<file path="config.mk">
export PLATFORM = sky130hd
export DESIGN_NAME = rr_mux
export DESIGN_NICKNAME = d
export VERILOG_FILES = /design/src/rtl/rr_mux.sv
export SDC_FILE = /design/constraint.sdc
export NUM_CORES = 1
export LEC_CHECK = 0
export ABC_CLOCK_PERIOD_IN_PS = 4300
export BUFFER_PORTS_ARGS = -buffer_cell sky130_fd_sc_hd__buf_2
export CAP_MARGIN = 20
export CORE_MARGIN = 5
export CORE_UTILIZATION = 50
export DETAILED_ROUTE_END_ITERATION = 8
export HOLD_SLACK_MARGIN = 0.12
export PLACE_DENSITY = 0.83
export SETUP_SLACK_MARGIN = 0.5
export SLEW_MARGIN = 20
export SYNTH_ARGS = -nofsm -noshare
export SYNTH_HDL_FRONTEND = slang
export SYNTH_SLANG_ARGS = --single-unit
</file>
<file path="constraint.sdc">
create_clock -name clk -period 4.3 [get_ports clk]
set_input_delay 0.215 -clock clk [delete_from_list [all_inputs] [get_ports clk]]
set_output_delay 0.215 -clock clk [all_outputs]
set_load 0.05 [all_outputs]
</file>
<file path="src/rtl/rr_mux.sv">
// CH-input registered multiplexer with per-channel valid/ready handshake.
// Selection is either a fixed channel index or round-robin arbitration.
module rr_mux #(
   parameter int W  = 3,
   parameter int CH = 4,
   localparam int SW = $clog2(CH)
) (
   input  logic            clk,
   input  logic            rst,
   input  logic            mode,
   input  logic [SW-1:0]   sel,
   input  logic [CH*W-1:0] in_data,
   input  logic [CH-1:0]   in_valid,
   output logic [CH-1:0]   in_ready,
   output logic [W-1:0]    out_data,
   output logic [SW-1:0]   out_ch,
   output logic            out_valid,
   input  logic            out_ready
);

   localparam logic [SW:0]   CH_V = (SW+1)'(CH);
   localparam logic [SW-1:0] LAST = SW'(CH - 1);

   logic [W-1:0]  out_data_q, out_data_d;
   logic [SW-1:0] out_ch_q, out_ch_d;
   logic          out_valid_q, out_valid_d;
   logic [SW-1:0] ptr_q, ptr_d;

   logic          load;
   logic          grant_vld;
   logic [SW-1:0] grant_idx;
   logic [SW:0]   idx_sum;

   assign load = ~out_valid_q | out_ready;

   // NOTE: every variable gets a default first so no path leaves it unassigned (no latch).
   always_comb begin
      grant_vld = 1'b0;
      grant_idx = '0;
      idx_sum   = '0;
      if (!mode) begin
         if (int'(sel) < CH) begin
            if (in_valid[sel]) begin
               grant_vld = 1'b1;
               grant_idx = sel;
            end
         end
      end else begin
         // Search ptr, ptr+1, ... wrapping explicitly so non-power-of-two CH works.
         for (int k = 0; k < CH; k++) begin
            idx_sum = {1'b0, ptr_q} + (SW+1)'(k);
            if (idx_sum >= CH_V) idx_sum = idx_sum - CH_V;
            if (!grant_vld && in_valid[idx_sum[SW-1:0]]) begin
               grant_vld = 1'b1;
               grant_idx = idx_sum[SW-1:0];
            end
         end
      end
   end

   // Suppressed during reset so no handshake completes while state is being cleared.
   assign in_ready = (load && grant_vld && !rst) ? (CH'(1) << grant_idx) : '0;

   always_comb begin
      out_data_d  = out_data_q;
      out_ch_d    = out_ch_q;
      out_valid_d = out_valid_q;
      ptr_d       = ptr_q;
      if (load) begin
         out_valid_d = grant_vld;
         if (grant_vld) begin
            out_data_d = in_data[int'(grant_idx)*W +: W];
            out_ch_d   = grant_idx;
            if (mode) ptr_d = (grant_idx == LAST) ? '0 : grant_idx + 1'b1;
         end
      end
   end

   // NOTE: sequential state uses non-blocking assignments so all registers update together.
   always_ff @(posedge clk or posedge rst) begin
      if (rst) begin
         out_data_q  <= '0;
         out_ch_q    <= '0;
         out_valid_q <= 1'b0;
         ptr_q       <= '0;
      end else begin
         out_data_q  <= out_data_d;
         out_ch_q    <= out_ch_d;
         out_valid_q <= out_valid_d;
         ptr_q       <= ptr_d;
      end
   end

   assign out_data  = out_data_q;
   assign out_ch    = out_ch_q;
   assign out_valid = out_valid_q;

endmodule

</file>
Word-level counts from Yosys, hierarchy flattened:

Cells that the tools add are included.

* add/subtract/negate cells: 8
* multipliers: 1
* $lt $le $gt $ge: 9
* equal/unequal tests: 1
* shifts and indexed selects: 2
* multiplexer cells: 35
* bitwise logic cells: 2
* reductions and logical operators: 11

Operators by type and width (count)
* 2-to-1 mux 2 bit: 15
* less-than comparator 2 x 3 -> 1 bit (second input constant): 5
* 2-to-1 mux 1 bit: 14
* variable part select 12 x 5 -> 3 bit: 1
* binary-select mux 1 bit (select 2 bit): 5
* greater-or-equal comparator 3 bit (second input constant): 3
* subtractor 2 x 1 -> 2 bit (second input constant): 4
* adder 2 x 2 -> 3 bit (second input constant): 2
* logical AND 1 bit: 5
* logical NOT 1 bit: 4
* multiplier 2 x 2 -> 4 bit (second input constant): 1
* 2-to-1 mux 4 bit: 1
* left shift 1 x 2 -> 4 bit (first input constant): 1
* adder 2 x 1 -> 3 bit (second input constant): 1
* greater-or-equal comparator 2 x 3 -> 1 bit (second input constant): 1
* AND reduction 3 bit: 1
* adder 2 x 1 -> 2 bit (second input constant): 1
* == test 2 bit (second input constant): 1
* AND reduction 2 bit: 1
* NOT 1 bit: 1
* OR 1 bit: 1

* register bits: 8
* output and inout bits: 10
* word-level logic and storage cells: 73

Longest topological paths before layout:

* depth in word-level cells: 22
* gate-level depth with buffers: 9
* gate-level depth less buffers: 7

Worst setup path before layout:

OpenSTA, ideal clock, no wires.

* path type: register to output
* start point: register ptr_q[0]
* end point: output in_ready[0]
* data arrival time: 1.834 ns
* path slack: 2.251 ns
* stages on the path, launching flop included: 8
* path buffers: 0
* cell sequence: dfrtp_1 inv_2 a22o_1 a221oi_1 a21oi_4 inv_2 ha_1 and2_1

* elaborated cells between the ends (all ways): 50
* those cells by class: add/sub: 7; order compare: 4; shift: 1; mux: 30; reduce/logical: 8

RTL lines
* from (decl): line 27 `logic [SW-1:0] ptr_q, ptr_d;`
* from (signal assigned): line 90 `ptr_q <= ptr_d;`
* greater-or-equal comparator 2 x 3 -> 1 bit or subtractor 2 x 1 -> 2 bit (tied branches): line 52 `if (idx_sum >= CH_V) idx_sum = idx_sum - CH_V;`
* 2-to-1 mux 2 bit: line 52
* 2-to-1 mux 2 bit: line 41 `if (!mode) begin`
* binary-select mux 1 bit (select 2 bit): line 53 `if (!grant_vld && in_valid[idx_sum[SW-1:0]]) begin`
* 2-to-1 mux 1 bit (not written as such): line 53
* 2-to-1 mux 1 bit: line 53
* 2-to-1 mux 1 bit: line 41
* logical NOT 1 bit: line 53
* [... 6 more ...]
* 2-to-1 mux 1 bit: line 41
* logical NOT 1 bit: line 53
* logical AND 1 bit: line 53
* 2-to-1 mux 2 bit (*): line 53
* 2-to-1 mux 2 bit (*): line 41
* via grant_idx[1]: line 31 `logic [SW-1:0] grant_idx;`
* left shift 1 x 2 -> 4 bit (*): line 62 `assign in_ready = (load && grant_vld && !rst) ? (CH'(1) << grant_idx) : '0;`
* 2-to-1 mux 4 bit (*): line 62
* to (decl): line 14 `output logic [CH-1:0] in_ready,`

The timed path passes the listed nets; every way through them passes the cells marked *. The select of a mux whose other input is x is not followed.

Worst setup path after layout:

* start point: register ptr_q[0]
* end point: output in_ready[3]

The elaborated chain is that of the path after synthesis.

==> metrics.md <==
| Metric | Value |
|---|---|
| Mapped cell area | `771 um2` |
| CTS root buffer | `clkbuf_4` |
| Max-slew headroom | `0.460` |
| Max Cap Viol | `0` |
| Max IR drop VDD | `0.200 mV` |
| Min-delay src | `out_ready` |
| Post-synthesis cell count | `87` |
| RR Endpoint | `ptr_q[1]` |
| Vias per inst | `5.64` |
| Hold Path Depth | `3` |
| Yosys warning count | `0` |
| Post-DRT Antenna Nets | `0` |
| WL final | `1.76 mm` |
| # DRC | `0` |
| Port Buffers | `31` |
| Fin nets | `147` |
| Initial Util | `0.518` |
| Post-Syn Area per Cell | `8.86 um2` |
| Final setup fails | `0` |
| Ys flop type | `dfrtp_1` |
| CP max FO | `11` |
| RSZ-0062 raised after global routing | `false` |
| HP Class | `input port to flop` |
| Drt wl/cell | `13.0 um` |
| Clk_skew | `0.00456 ns` |
| Critical Path RT | `4.09 ns` |
| Synthesized Nets | `113` |
| Final hold vios | `0` |
| Clock sinks | `8` |
| Min-Delay Endpoint | `out_valid` |
| GPL Wtd Cong | `0.853` |
| Clock Path Buffers | `2` |
| Clock-pin slew on the worst setup and hold paths | `0.05 ns` |
| DIE AREA | `2430 um2` |
| CP arrival | `2.35 ns` |
| Start of the worst register-to-register path | `ptr_q[0]` |
| Commonest non-fill, non-tap cells in the layout | `31 x buf_2, 8 x nand2_1, 8 x dfrtp_1` |
| Fmax | `390 MHz` |
| Register area share after synthesis | `0.260` |
| First-pass GRT wire length | `3.13 mm` |
| Core Footprint | `1490 um2` |
| Initial antenna violation count | `0` |
| Worst skew pair latency | `0.25 ns` |
| Yosys reg bits | `8` |
| DR pass1 iterations | `6` |
| Largest stage delay, worst path | `0.48 ns` |
| Worst Reg-to-Reg Cells | `6` |
| Number of global-route vias before repair | `713` |
| Placed insts | `131` |
| Total GRT Usage | `0.159` |
| H-tree Lvls | `1` |
| Netlist cell types | `34` |
| Worst-Margin Slew | `0.804 ns` |
| Setup_tns | `0 ns` |
| Register-to-register setup slack | `2.01 ns` |
| Final Critical Period | `2.57 ns` |
| Final Slew Violations | `0` |
| DP HPWL | `1.44 mm` |
| DR vias | `762` |
| Status | `complete, no violations` |
| CTS tree | `done` |
| DIE WIDTH | `49.3 um` |
| Row count | `14` |
| # IOs | `32` |
| DR iter-0 viols | `27` |
| # fillers | `133` |
| Cell mode on critical path | `and2_1` |
| Largest net degree at the start of global routing | `12` |
| Crit path capture type | `primary output` |
| EDFF count, synth | `0` |
| CP Launch Type | `flop` |
| CP max-delay cell | `and2_1` |
| Commonest non-fill, non-tap cell in the layout | `buf_2` |
| Final Cycle Share | `0.597` |
| Layout Utilization | `0.643` |
| Die Ht | `49.3 um` |
| Layout cells sized above 1 | `0.403` |
| Setup CP Type | `flop to primary output` |
| TritonCTS buffer count | `3` |
| Leakage | `0.000499 uW` |
| PostCTS Resize Cnt | `0` |
| Diode count | `0` |
| Non-filler cells in the finished layout | `135` |
| CP Cell Sequence | `o221a_1 -> o211ai_2 -> and2_1 -> inv_2 -> ha_1 -> and2_1 -> buf_2` |
| Total grt overflow | `0` |
| Area added between synthesis and finish | `24.2%` |
| Asr flop ratio synth | `1.00` |
| Cell Pwr Density | `432 nW/um2` |
==> worst max-delay path, delay by kind of cell (launching register included) <==
family	cells	cell delay [ns]
buf+inv	2	0.27
compound gates	2	0.57
simple gates	2	0.60
fa+ha+maj	1	0.20
flops	1	0.44
==> cell type report <==
cell class                      instances  area (um2)  area share
Multi-Input combinational cell         66         512       0.535
Sequential cell                         8         200       0.209
Timing Repair Buffer                   32         165       0.173
Inverter                               10        37.5      0.0392
Clock buffer                            3        22.5      0.0235
Tap cell                               16        20.0      0.0209
==> per-stage QoR <==
| stage | power (uW) | cell area, um2 | hold WS (ns) | setup slack (ns) |
|---|---|---|---|---|
| after global placement | 350 | 925 | 0.181 | 1.95 |
| after global routing | 442 | 957 | 0.307 | 1.59 |
| after CTS | 414 | 957 | 0.264 | 1.73 |
| final | 414 | 957 | 0.268 | 1.73 |
| after detailed placement | 356 | 925 | 0.188 | 1.90 |
| after floorplan | 304 | 771 | 0.0307 | 2.25 |
==> registers in the layout, summed over array words and instances (netlist names) <==
register,cells
ptr_q,2
out_valid,1
out_data,3
out_ch,2
==> timing repair <==
| item | CTS | global route |
|---|---|---|
| hold buffers | 1 | 0 |
| buffers inserted | 0 | 0 |
| endpoints found under the setup margin | 0 | 0 |
| hold endpoints to repair | 8 | 0 |
==> how the worst max path moves through the flow <==
| stage | depth (start not counted) | end | slack (ns) | start |
|---|---|---|---|---|
| after global placement | 7 | in_ready[2] | 1.95 | in_valid[2] |
| final | 7 | in_ready[3] | 1.73 | ptr_q[0] |
| after global routing | 6 | in_ready[0] | 1.59 | ptr_q[0] |
| after CTS | 7 | in_ready[3] | 1.73 | ptr_q[0] |
| after floorplan | 7 | in_ready[0] | 2.25 | ptr_q[0] |
| after detailed placement | 7 | in_ready[0] | 1.90 | in_valid[2] |
==> cells in the mapped netlist, types with 2 or more instances <==
cell type | instances | area, um2
dfrtp_1 | 8 | 200
nand2_1 | 8 | 30.0
inv_1 | 6 | 22.5
and2_1 | 5 | 31.3
nor2_1 | 5 | 18.8
ha_1 | 4 | 50.1
inv_2 | 4 | 15.0
o21ai_0 | 4 | 20.0
o21ai_1 | 4 | 20.0
a211oi_2 | 3 | 37.5
a21boi_0 | 3 | 22.5
nand3_1 | 3 | 15.0
o211a_1 | 3 | 30.0
o31ai_2 | 3 | 37.5
buf_2 | 2 | 10.0
mux2i_1 | 2 | 20.0
nand2b_1 | 2 | 12.5
o31ai_1 | 2 | 15.0
==> layer usage <==
layer  track usage  vias to the layer above  routed length [um]
met5             0                        -                   0
met4        0.0673                        0                  14
met3        0.0245                        2                 115
met2         0.249                       29                 882
met1         0.215                      348                 742
li1              -                      383                   -
==> logic make-up (layout without fill, tap and decap cells) <==
| kind of cell | after synthesis | count (layout) | synth area share |
|---|---|---|---|
| AOI/OAI and AO/OA | 30 | 30 | 0.349 |
| and+or+nand+nor | 29 | 29 | 0.209 |
| DFF | 8 | 8 | 0.260 |
| adders and majority gates | 4 | 4 | 0.0649 |
| muxes | 3 | 3 | 0.0406 |
| buffers and inverters | 13 | 45 | 0.0763 |
==> power by group <==
part	internal [uW]	leakage, uW	switching (uW)
logic	77.7	0.000389	157
registers	98.7	0.0000967	23.0
clock network	31.9	0.0000138	25.4
total	208	0.000499	205
Note: power is estimated with default switching activity, not from simulation.
